$ cat config.mk
export PLATFORM = sky130hd
export DESIGN_NAME = imm_gen_pipe
export DESIGN_NICKNAME = d
export VERILOG_FILES = /design/src/rtl/imm_pkg.sv /design/src/rtl/imm_assemble.sv /design/src/rtl/imm_gen_pipe.sv
export SDC_FILE = /design/constraint.sdc
export NUM_CORES = 1
export LEC_CHECK = 0
export ABC_AREA = 0
export CAP_MARGIN = 10
export CELL_PAD_IN_SITES_DETAIL_PLACEMENT = 0
export CELL_PAD_IN_SITES_GLOBAL_PLACEMENT = 1
export CORE_MARGIN = 1
export CORE_UTILIZATION = 39
export CTS_CLUSTER_DIAMETER = 50
export DETAILED_ROUTE_END_ITERATION = 12
export PLACE_DENSITY_LB_ADDON = 0.08
export SLEW_MARGIN = 5
export SYNTH_ARGS = -nofsm -noshare
export SYNTH_HDL_FRONTEND = slang
export SYNTH_SLANG_ARGS = --single-unit
export TNS_END_PERCENT = 100
$ cat constraint.sdc
create_clock -name clk -period 1.9 [get_ports clk]
set_clock_uncertainty 0.15 [all_clocks]
set_input_delay 0.19 -clock clk [delete_from_list [all_inputs] [get_ports clk]]
set_output_delay 0.19 -clock clk [all_outputs]
set_load 0.1 [all_outputs]
$ cat src/rtl/imm_pkg.sv
// Shared opcode constants, immediate format codes and opcode decode helpers
// for the pipelined RV32I immediate generator.
package imm_pkg;

    localparam logic [6:0] OPC_LOAD   = 7'b0000011;
    localparam logic [6:0] OPC_OPIMM  = 7'b0010011;
    localparam logic [6:0] OPC_AUIPC  = 7'b0010111;
    localparam logic [6:0] OPC_STORE  = 7'b0100011;
    localparam logic [6:0] OPC_LUI    = 7'b0110111;
    localparam logic [6:0] OPC_BRANCH = 7'b1100011;
    localparam logic [6:0] OPC_JALR   = 7'b1100111;
    localparam logic [6:0] OPC_JAL    = 7'b1101111;

    typedef enum logic [2:0] {
        FMT_I    = 3'd0,
        FMT_S    = 3'd1,
        FMT_B    = 3'd2,
        FMT_U    = 3'd3,
        FMT_J    = 3'd4,
        FMT_NONE = 3'd7
    } imm_fmt_t;

    function automatic imm_fmt_t decode_fmt(input logic [6:0] opc);
        case (opc)
            OPC_LOAD, OPC_OPIMM, OPC_JALR: decode_fmt = FMT_I;
            OPC_STORE:                     decode_fmt = FMT_S;
            OPC_BRANCH:                    decode_fmt = FMT_B;
            OPC_LUI, OPC_AUIPC:            decode_fmt = FMT_U;
            OPC_JAL:                       decode_fmt = FMT_J;
            default:                       decode_fmt = FMT_NONE;
        endcase
    endfunction

    function automatic logic is_mem_op(input logic [6:0] opc);
        is_mem_op = (opc == OPC_LOAD) || (opc == OPC_STORE);
    endfunction

endpackage

$ cat src/rtl/imm_assemble.sv
// Combinational RISC-V immediate bit placement: instruction fields + format
// to a sign-extended 32-bit immediate; unknown formats yield zero.
module imm_assemble
    import imm_pkg::*;
(
    input  logic [31:7] instr_i,
    input  imm_fmt_t    fmt_i,
    output logic [31:0] imm_o
);

    always_comb begin
        imm_o = '0;
        case (fmt_i)
            FMT_I: imm_o = {{20{instr_i[31]}}, instr_i[31:20]};
            FMT_S: imm_o = {{20{instr_i[31]}}, instr_i[31:25], instr_i[11:7]};
            FMT_B: imm_o = {{19{instr_i[31]}}, instr_i[31], instr_i[7],
                            instr_i[30:25], instr_i[11:8], 1'b0};
            FMT_U: imm_o = {instr_i[31:12], 12'b0};
            FMT_J: imm_o = {{11{instr_i[31]}}, instr_i[31], instr_i[19:12],
                            instr_i[20], instr_i[30:21], 1'b0};
            default: imm_o = '0;
        endcase
    end

endmodule

$ cat src/rtl/imm_gen_pipe.sv
// Two-stage valid/ready immediate generator: S1 decodes the opcode, S2
// assembles, sign-extends to XLEN and optionally word-scales memory offsets.
module imm_gen_pipe
    import imm_pkg::*;
#(
    parameter int unsigned XLEN      = 32,
    parameter bit          SCALE_MEM = 1'b1,
    parameter int unsigned MEM_SHIFT = 2
) (
    input  logic            clk,
    input  logic            rst_n,
    input  logic            in_valid,
    output logic            in_ready,
    input  logic [31:0]     instr,
    output logic            out_valid,
    input  logic            out_ready,
    output logic [XLEN-1:0] imm,
    output logic [2:0]      fmt,
    output logic            illegal,
    output logic [15:0]     imm_count
);

    logic                   s1_valid_q, s1_valid_d;
    logic [31:7]            s1_fields_q, s1_fields_d;
    imm_fmt_t               s1_fmt_q, s1_fmt_d;
    logic                   s1_mem_q, s1_mem_d;

    logic                   s2_valid_q, s2_valid_d;
    logic [XLEN-1:0]        imm_q, imm_d;
    imm_fmt_t               fmt_q, fmt_d;
    logic                   illegal_q, illegal_d;
    logic [15:0]            cnt_q, cnt_d;

    logic                   s2_adv, s1_adv;
    logic [31:0]            asm_imm;
    logic signed [XLEN-1:0] imm_ext;

    imm_assemble u_assemble (
        .instr_i (s1_fields_q),
        .fmt_i   (s1_fmt_q),
        .imm_o   (asm_imm)
    );

    always_comb begin
        s2_adv      = !s2_valid_q || out_ready;
        s1_adv      = !s1_valid_q || s2_adv;

        s1_valid_d  = s1_valid_q;
        s1_fields_d = s1_fields_q;
        s1_fmt_d    = s1_fmt_q;
        s1_mem_d    = s1_mem_q;
        s2_valid_d  = s2_valid_q;
        imm_d       = imm_q;
        fmt_d       = fmt_q;
        illegal_d   = illegal_q;
        cnt_d       = cnt_q;

        if (s1_adv) begin
            s1_valid_d = in_valid;
            if (in_valid) begin
                s1_fields_d = instr[31:7];
                s1_fmt_d    = decode_fmt(instr[6:0]);
                s1_mem_d    = is_mem_op(instr[6:0]);
                cnt_d       = cnt_q + 16'd1;
            end
        end

        // Signed cast sign-extends to XLEN; >>> floors negative offsets.
        imm_ext = XLEN'($signed(asm_imm));
        if (SCALE_MEM && s1_mem_q) begin
            imm_ext = imm_ext >>> MEM_SHIFT;
        end

        if (s2_adv) begin
            s2_valid_d = s1_valid_q;
            if (s1_valid_q) begin
                imm_d     = imm_ext;
                fmt_d     = s1_fmt_q;
                illegal_d = (s1_fmt_q == FMT_NONE);
            end
        end
    end

    always_ff @(posedge clk or negedge rst_n) begin
        if (!rst_n) begin
            s1_valid_q  <= 1'b0;
            s1_fields_q <= '0;
            s1_fmt_q    <= FMT_NONE;
            s1_mem_q    <= 1'b0;
            s2_valid_q  <= 1'b0;
            imm_q       <= '0;
            fmt_q       <= FMT_NONE;
            illegal_q   <= 1'b0;
            cnt_q       <= '0;
        end else begin
            s1_valid_q  <= s1_valid_d;
            s1_fields_q <= s1_fields_d;
            s1_fmt_q    <= s1_fmt_d;
            s1_mem_q    <= s1_mem_d;
            s2_valid_q  <= s2_valid_d;
            imm_q       <= imm_d;
            fmt_q       <= fmt_d;
            illegal_q   <= illegal_d;
            cnt_q       <= cnt_d;
        end
    end

    assign in_ready  = s1_adv;
    assign out_valid = s2_valid_q;
    assign imm       = imm_q;
    assign fmt       = fmt_q;
    assign illegal   = illegal_q;
    assign imm_count = cnt_q;

endmodule

==> flow_summary_export.csv, run 1 <==
group,metric,value,unit
status,status,"complete, no violations",
sta,tightest_slew,0.5172,ns
power,p_leak,2.334,nW
clock_tree,cts_tree,"yes",
critical_path,crit_required,2.00,ns
synth,syn_area,4089,um^2
critical_path,crit_buf_inv,0,
finish,instances_no_fill,624,
synth,synth_cell_types,52,
finish,diodes,0,
synth,ys_seq_area_frac,0.5098,
route,drt_pass1_iterations,5,
critical_path,crit_family,"flip-flops",
finish,final_cell_area,5543,um^2
synth,syn-instance-count,381,
route,avgRoutedWirePerCell,15.91,um
route,vias_per_cell,5.197,
sta,slew-limit-headroom,0.6537,
critical_path,critPathCaptureType,"register",
floorplan,rows,37,
finish,utilization,0.5418,
global_route,overflow,0,
synth,syn_area_per_cell,10.73,um^2
clock_tree,clock_latency,0.35,ns
floorplan,die_w,104.4,um
finish,fill_cells,933,
route,ant_nets,0,
placed_design,place_area,5329,um^2
clock_tree,cts_buffers,9,
placed_design,place_congestion,0.8287,
critical_path,regToRegStartpoint,"s1_fmt_q[0]",
sta,finalCriticalPeriod,1.788,ns
critical_path,ff2ff_path_depth,4,
synth,synthFlopType,"dfrtp_1",
placed_design,place_inst,606,
power,worst_ir_drop_vdd,0.9542,mV
global_route,grt_pass1_wl,16590,um
clock_tree,cts-root-buf,"clkbuf_8",
floorplan,fp.dieH,104.4,um
critical_path,regToRegEndpoint,"imm[18]",
global_route,antenna_found_initial,0,
power,clockPowerShare,0.199,
power,combPwrFrac,0.432,
clock_tree,htreeDepth,3,
synth,syn_nets,418,
placed_design,portBuffers,89,
route,routed-via-count,3243,
critical_path,r2r_slack,0.11,ns
global_route,grtUsageTotal,0.1955,
power,p_total,6.420,mW
critical_path,cp.depth,4,
power,power_frac_seq,0.369,
route,wl,9926,um
route,first_iter_violations,110,
job,cap_violations,0,
finish,layout_common_cells,"67 x buf_4, 63 x dfrtp_1, 45 x nand2_1, 34 x mux2_2, 34 x clkdlybuf4s50_1",
synth,synth_seq_cells,83,
sta,hold_viol,0,
critical_path,worstPathArrival,1.89,ns
power,switchingPower,2.852,mW
power,p_int,3.567,mW
clock_tree,clkTransAtPathRegs,0.08,ns
global_route,grt_max_degree,32,
sta,rsz0062_at_grt,"no",
global_route,grt_pass1_vias,3117,
synth,async_reset_ff_frac,1.000,
floorplan,die_area,10900,um^2
floorplan,initial_core_util,0.3997,
sta,setup_viol,0,
sta,finalSetupTns,0,ns
critical_path,slowest_stage,"dfstp_2",
critical_path,worstPathCellList,"and2b_1 -> a21oi_1 -> o211ai_1 -> a22o_1",
clock_tree,cts_sinks,83,
critical_path,startpoint_type,"register",
floorplan,io_pins,90,
route,drc,0,
finish,drive_above_1_share,0.3340,
placed_design,hpwl,7376,um
critical_path,cp_max_fo,9,
critical_path,crit_type,"register to register",
sta,min_period_over_period,0.9409,
power,power_density,1158,nW/um^2
finish,layout_commonest_cell,"buf_4",
synth,ys_warn_count,0,
synth,synth_edf_count,0,
sta,drv_slew,0,
clock_tree,cts.path.max_buffers,2,
sta,fmax,559.4,MHz
floorplan,core-area,10230,um^2
power,power_switching_share,0.4443,
min_path,min_path_type,"primary input to async pin",
finish,final_nets,520,
critical_path,crit_path_max_incr_delay,0.63,ns
finish,syn2layout_area_growth,35.56,%
-- synth_stat cells, types with 3 or more instances --
library cell | count | area [um^2]
dfrtp_1 | 77 | 1927
nand2_1 | 45 | 168.9
mux2_2 | 34 | 382.9
a21oi_1 | 25 | 125.1
o21ai_0 | 22 | 110.1
a31oi_1 | 14 | 87.58
xnor2_1 | 13 | 113.9
buf_2 | 11 | 55.05
o221ai_1 | 10 | 87.58
buf_4 | 9 | 67.56
nor2_1 | 9 | 33.78
o21a_1 | 9 | 67.56
nand2b_1 | 8 | 50.05
nand4_1 | 8 | 50.05
clkbuf_1 | 7 | 26.28
dfstp_2 | 6 | 157.7
nand3_1 | 6 | 30.03
nor2b_1 | 6 | 37.54
inv_1 | 5 | 18.77
nand3b_1 | 4 | 30.03
o211ai_1 | 4 | 30.03
and3_1 | 3 | 18.77
and4_1 | 3 | 26.28
mux2i_1 | 3 | 30.03
nor3_1 | 3 | 15.01
o31ai_1 | 3 | 22.52
or3_1 | 3 | 18.77
-- area by class of cell --
type | instances | area, um^2 | share of cell area
sequential | 83 | 2115 | 0.3815
inverter | 5 | 18.77 | 0.003386
clock inverter | 5 | 52.55 | 0.009481
tap | 136 | 170.2 | 0.03070
clock buffer | 11 | 141.4 | 0.02551
timing repair buffer | 119 | 1194 | 0.2153
multi-input combinational | 265 | 1852 | 0.3341
-- worst max path at each step --
stage                      endpoint        start  slack (ns)
floorplan           s1_fields_q[11]    out_valid       -0.08
global placement            imm[10]    out_ready        0.05
finish                      imm[18]  s1_fmt_q[0]        0.11
detailed placement          imm[10]    out_ready      -0.004
global route                imm[11]  s1_fmt_q[0]        0.01
CTS                         imm[16]  s1_fmt_q[1]        0.02
-- metal layers --
metal | vias up | track usage | part of all wire | wire (um)
met5 | - | 0 | 0 | 0
met4 | 0 | 0.06429 | 0.013 | 133
met3 | 14 | 0.03885 | 0.040 | 396
met2 | 84 | 0.3032 | 0.47 | 4640
met1 | 1546 | 0.2730 | 0.48 | 4755
li1 | 1599 | - | - | -
-- what timing repair did --
action | in CTS | in global routing
hold endpoints to repair | 59 | 0
hold buffers | 1 | 0
gates resized for setup | 0 | 1
buffers inserted | 0 | 1
setup endpoints to repair | 0 | 9
-- power groups by stage --
stage	Combinational (mW)	Sequential [mW]	Clock (mW)
floorplan	0.634	3.68	0
global placement	2.76	2.40	0
detailed placement	2.78	2.41	0
CTS	2.79	2.38	1.32
global route	2.90	2.42	1.40
finish	2.77	2.37	1.28
-- sequential cells by signal, summed over array words and instances, names as in the netlist --
| signal | count |
|---|---|
| s1_valid_q | 1 |
| s1_fields_q | 25 |
| s1_fmt_q | 3 |
| imm_count | 16 |
| imm | 32 |
| out_valid | 1 |
| fmt | 3 |
| illegal | 1 |
| s1_mem_q | 1 |
-- through the flow --
step                      hold slack (ns)  setup slack, ns
after floorplan                   -0.2556         -0.07942
after global placement            0.01252          0.05079
after detailed placement          0.01197        -0.003854
after CTS                          0.1644          0.01532
after global routing               0.1738          0.01251
final                              0.1594           0.1122
-- cells by family (layout without fill, tap and decap cells) --
logic type | Yosys count | in the layout | share of synthesized area
simple gates | 111 | 111 | 0.1469
compound gates | 100 | 100 | 0.1607
flops | 83 | 83 | 0.5098
mux | 37 | 37 | 0.1010
buf+inv | 33 | 140 | 0.04376
xor+xnor | 15 | 15 | 0.03213
fa+ha+maj | 2 | 2 | 0.005813
Note: power is estimated with default switching activity, not from simulation.
==> run 2, diff against run 1 <==
ABC_AREA = 1   (was 0)
CORE_UTILIZATION = 37   (was 39)
==> run 2 against run 1 <==
Net effect: critical path depth increased by 3; first-iteration DRC count increased to 2.5 times the previous value; cell area increased by 6.9%; largest power group unchanged; clock power increased by 45%.
==> flow_summary_export.csv, run 2 <==
group,metric,value,unit
route,routed-via-count,4110,
floorplan,rows,39,
global_route,grt_max_degree,36,
clock_tree,cts_sinks,83,
placed_design,place_area,5593,um^2
global_route,overflow,0,
critical_path,critPathCaptureType,"register",
floorplan,core-area,11420,um^2
sta,rsz0062_at_grt,"no",
synth,syn_area_per_cell,7.139,um^2
synth,async_reset_ff_frac,1.000,
clock_tree,clkTransAtPathRegs,0.07,ns
route,vias_per_cell,4.870,
sta,finalWorstSetupSlack,0.1699,ns
synth,yosys.area_share.xor_xnor,0.01413,
clock_tree,htreeDepth,3,
synth,syn_area,4340,um^2
critical_path,regToRegStartpoint,"s1_fmt_q[0]",
synth,synth-simple-area-share,0.4082,
synth,syn_nets,645,
route,ant_nets,0,
floorplan,die_area,12170,um^2
critical_path,cp_max_fo,20,
finish,final_nets,733,
sta,tightest_slew,0.4210,ns
synth,syn-instance-count,608,
finish,largest_reg_flops,32,
synth,synthAdderAreaFrac,0.002883,
floorplan,io_pins,90,
critical_path,startpoint_type,"register",
synth,ys_warn_count,0,
power,p_leak,3.026,nW
synth,synth_cell_types,22,
status,status,"complete, no violations",
floorplan,fp.dieH,110.3,um
floorplan,die_w,110.3,um
power,p_total,7.416,mW
finish,layout_common_cells,"282 x nand2_1, 67 x dfrtp_1, 64 x nand3_1, 52 x buf_4, 40 x nor2_1",
clock_tree,cts_buffers,9,
route,first_iter_violations,276,
critical_path,worstPathArrival,1.85,ns
sta,hold_viol,0,
critical_path,crit_required,2.02,ns
route,drc,0,
route,drt_pass1_iterations,4,
critical_path,crit_start,"s1_fmt_q[0]",
placed_design,portBuffers,89,
route,wl,11480,um
job,cap_violations,0,
route,avgRoutedWirePerCell,13.60,um
placed_design,dp_worst_setup_slack,0.1185,ns
synth,ys_seq_area_frac,0.4803,
finish,drive_above_1_share,0.1626,
synth,synth_compound_area_frac,0.03229,
synth,synth_area_leaders,"dfrtp_1 44%, nand2_1 24%, nand3_1 7.5%, nand4_1 4.9%, dfstp_2 3.6%",
power,worst_ir_drop_vdd,1.522,mV
synth,synth_top_area_cell,"dfrtp_1",
clock_tree,cts_tree,"yes",
power,power_density,1252,nW/um^2
synth,synth_seq_cells,83,
min_path,min_path_type,"primary input to async pin",
sta,setup_viol,0,
global_route,grt_pass1_wl,19060,um
global_route,grtUsageTotal,0.2050,
sta,holdWs,0.1899,ns
global_route,antenna_found_initial,0,
finish,syn2layout_area_growth,36.49,%
critical_path,crit_type,"register to register",
finish,final_cell_area,5924,um^2
clock_tree,cts.path.max_buffers,2,
sta,slew-limit-headroom,0.7193,
clock_tree,postCtsSetupBuffers,0,
floorplan,initial_core_util,0.3801,
sta,fmax,578.0,MHz
sta,finalCriticalPeriod,1.730,ns
sta,drv_slew,0,
clock_tree,cts-root-buf,"clkbuf_16",
global_route,grt_pass1_vias,3862,
synth,synth_most_common_cell,"nand2_1",
synth,synth.area.mux_share,0,
placed_design,hpwl,8640,um
sta,min_period_over_period,0.9106,
synth,netlist_top_cells_count,"282 x nand2_1, 77 x dfrtp_1, 65 x nand3_1",
synth,synth_top_family_by_area,"simple AND/OR/NAND/NOR gates",
placed_design,place_congestion,0.8235,
finish,diodes,0,
synth,synthFlopType,"dfrtp_1",
clock_tree,clock_latency,0.34,ns
synth,synth_edf_count,0,
finish,layout_commonest_cell,"nand2_1",
synth,synth.top_cell.area_share,0.4439,
## run 2: critical path, stage by stage (launching register included)
cell,delay [ns]
dfstp_2,0.61
inv_2,0.08
nand2_1,0.14
nand3_1,0.16
buf_4,0.24
nand3_1,0.09
nand2_1,0.05
a21oi_1,0.14
## run 2: per-stage QoR
step | util | setup TNS, ns | std cells
CTS | 0.5184 | 0 | 844
floorplan | - | -0.4793 | 608
detailed placement | 0.4898 | 0 | 827
global placement | 0.4898 | 0 | 827
global route | 0.5188 | 0 | 844
finish | 0.5188 | 0 | 844
## run 2: layout make-up
| cell class | count | area [um^2] |
|---|---|---|
| Fill cell | 1131 | 5494 |
| Sequential cell | 83 | 2100 |
| Multi-Input combinational cell | 460 | 2008 |
| Timing Repair Buffer | 110 | 1201 |
| Clock buffer | 9 | 225.2 |
| Tap cell | 143 | 178.9 |
| Inverter | 32 | 120.1 |
| Clock inverter | 7 | 91.34 |
## run 2: cell families (layout without fill, tap and decap cells)
family | after synthesis | in the layout
AOI/OAI and AO/OA | 27 | 27
xor gates and xnor gates | 7 | 7
adders and majority gates | 1 | 1
buffers and inverters | 65 | 158
DFF | 83 | 83
and+or+nand+nor | 425 | 425
## run 2: final timing paths
check / to / slack [ns] / cells past startpoint
worst min-delay path: s1_fields_q[29] / 0.19 / 2
worst min register to register: imm[4] / 0.33 / 2
worst max-delay path: imm[29] / 0.17 / 7
min in group clk: s1_fields_q[28] / 0.24 / 3
worst max register to register: imm[29] / 0.17 / 7
max in group asynchronous: s1_fmt_q[0] / 0.80 / 3
## run 2: repair_timing
action,in CTS,in global routing
hold endpoints to repair,28,0
gates resized for setup,0,1
endpoints found under the setup margin,0,2
hold buffers,1,0
## run 2: power breakdown
group          switching (mW)  total (mW)  internal, mW
logic                    2.18        3.08         0.900
registers               0.382        2.48          2.10
clock network           0.708        1.86          1.15
total                    3.27        7.42          4.15
## run 2: per-layer routing
layer / vias up / wire length, um / global-route usage
li1: 2124 / - / -
met1: 1890 / 5822 / 0.2988
met2: 82 / 5091 / 0.3052
met3: 14 / 401 / 0.03586
met4: 0 / 163 / 0.06955
met5: - / 0 / 0
==> run 3, diff against run 2 <==
REMOVE_ABC_BUFFERS = 1   (was unset)
SETUP_SLACK_MARGIN = 0.2   (was unset)
==> run 3 against run 2 <==
Net effect: critical path depth is the same; first-iteration DRC count decreased by 25%; flip-flop and latch count stayed put; highest routed layer unchanged.
==> flow_summary_export.csv, run 3 (synthesis gave the netlist of run 2 again) <==
group,metric,value,unit
critical_path,worstPathCellList,"inv_1 -> nor2_1 -> nor2_1 -> nand3_1 -> o21ai_0 -> nand2_1 -> nand2_1",
global_route,grtUsageMet2,0.3563,
critical_path,regToRegStartpoint,"s1_fmt_q[2]",
clock_tree,cts_sinks,83,
critical_path,crit_family,"flip-flops",
placed_design,hpwl,8778,um
finish,diodes,0,
power,combPwrFrac,0.411,
placed_design,place_congestion,0.7811,
finish,instances_no_fill,850,
placed_design,place_area,5623,um^2
critical_path,startpoint_type,"register",
global_route,grtUsageMet1,0.2895,
power,worst_ir_drop_vdd,1.311,mV
global_route,gr-max-usage-layer,"met2",
floorplan,rows,39,
finish,layout_common_cells,"279 x nand2_1, 74 x dfrtp_1, 64 x nand3_1, 54 x buf_4, 39 x nor2_1",
clock_tree,cts.path.max_buffers,2,
critical_path,cp_max_fo,12,
route,drc,0,
critical_path,crit_buf_inv,1,
status,status,"complete, no violations",
route,avgRoutedWirePerCell,14.43,um
floorplan,fp.dieH,110.3,um
route,wl,12260,um
power,p_int,4.423,mW
power,switchingPower,3.284,mW
clock_tree,clkTransAtPathRegs,0.06,ns
sta,slew-limit-headroom,0.7220,
finish,final_cell_area,6036,um^2
critical_path,crit_type,"register to register",
power,power_density,1277,nW/um^2
placed_design,portBuffers,89,
route,ant_nets,0,
finish,fill_cells,1133,
critical_path,worstPathArrival,1.74,ns
floorplan,initial_core_util,0.3801,
power,p_leak,3.088,nW
job,cap_violations,0,
sta,min_period_over_period,0.8686,
clock_tree,cts_tree,"yes",
placed_design,place_inst,832,
floorplan,die_w,110.3,um
route,routed-via-count,4226,
critical_path,r2r_slack,0.25,ns
sta,tightest_slew,0.4166,ns
global_route,grt_pass1_vias,4222,
global_route,grtUsageMet3,0.03645,
sta,drv_slew,0,
global_route,grt_max_degree,35,
critical_path,regToRegEndpoint,"imm[6]",
min_path,min_path_type,"primary input to async pin",
clock_tree,htreeDepth,3,
power,p_total,7.707,mW
clock_tree,clock_latency,0.34,ns
floorplan,core-area,11420,um^2
route,drt_pass1_iterations,4,
sta,fmax,606.0,MHz
finish,final_nets,739,
global_route,overflow,0,
critical_path,crit_path_max_incr_delay,0.58,ns
route,first_iter_violations,208,
clock_tree,cts-root-buf,"clkbuf_16",
sta,hold_viol,0,
power,power_switching_share,0.4261,
global_route,grtUsageTotal,0.2185,
finish,syn2layout_area_growth,39.06,%
floorplan,io_pins,90,
critical_path,crit_required,1.99,ns
finish,layout_commonest_cell,"nand2_1",
critical_path,slowest_stage,"dfstp_2",
route,vias_per_cell,4.972,
finish,drive_above_1_share,0.1669,
power,power_frac_seq,0.319,
global_route,antenna_found_initial,0,
floorplan,die_area,12170,um^2
sta,finalSetupTns,0,ns
clock_tree,cts_buffers,9,
sta,setup_viol,0,
global_route,grt_pass1_wl,20220,um
sta,finalWorstSetupSlack,0.2497,ns
critical_path,ff2ff_path_depth,7,
critical_path,cp.depth,7,
finish,largest_reg_flops,32,
sta,finalCriticalPeriod,1.650,ns
sta,rsz0062_at_grt,"yes",
placed_design,dp_worst_setup_slack,0.1532,ns
power,clockPowerShare,0.270,
sta,holdWs,0.1376,ns
critical_path,critPathCaptureType,"register",
finish,utilization,0.5286,
[run 3: power groups by stage]
| stage | Clock, mW | Sequential [mW] | Combinational [mW] |
|---|---|---|---|
| 3_5_place_dp | 0 | 2.47 | 3.17 |
| 5_1_grt | 2.19 | 2.50 | 3.33 |
| 6_report | 2.08 | 2.45 | 3.17 |
| 4_1_cts | 2.13 | 2.45 | 3.18 |
| 2_1_floorplan | 0 | 3.85 | 0.578 |
| 3_3_place_gp | 0 | 2.47 | 3.14 |
[run 3: worst max-delay path by stage]
stage                startpoint  slack (ns)           to
floorplan             out_valid       -1.98     s1_mem_q
global placement      out_ready        0.15      imm[19]
detailed placement    out_ready        0.15  s1_fmt_q[0]
CTS                 s1_fmt_q[0]        0.21       imm[4]
global route        s1_fmt_q[2]        0.15       imm[6]
finish              s1_fmt_q[2]        0.25       imm[6]
[run 3: routing by layer]
| layer | share of wire | routed length, um | vias up |
|---|---|---|---|
| li1 | - | - | 2127 |
| met1 | 0.47 | 5791 | 1981 |
| met5 | 0 | 0 | - |
| met4 | 0.016 | 193 | 0 |
| met3 | 0.043 | 529 | 12 |
| met2 | 0.47 | 5750 | 106 |
[run 3: cell type report]
type                    count  area (um^2)  area share
inverters                  32        120.1     0.01990
flip-flops and latches     83         2088      0.3460
clock buffers              12        266.5     0.04415
well taps                 143        178.9     0.02964
repair buffers            116         1279      0.2119
clock inverters             4        95.09     0.01575
multi-input cells         460         2008      0.3327
[run 3: worst register-to-register path, delay by kind of cell, from the launching register on]
kind            cells  cell delay, ns
flops               1            0.58
simple gates        5            0.53
compound gates      1            0.08
buf+inv             1            0.22
[run 3: repair_timing]
item / in CTS / in global routing
buffers inserted: 0 / 1
gates resized for setup: 1 / 11
setup endpoints to repair: 3 / 30
gates cloned: 0 / 0
hold buffers: 1 / 0
endpoints found under the hold margin: 82 / 0
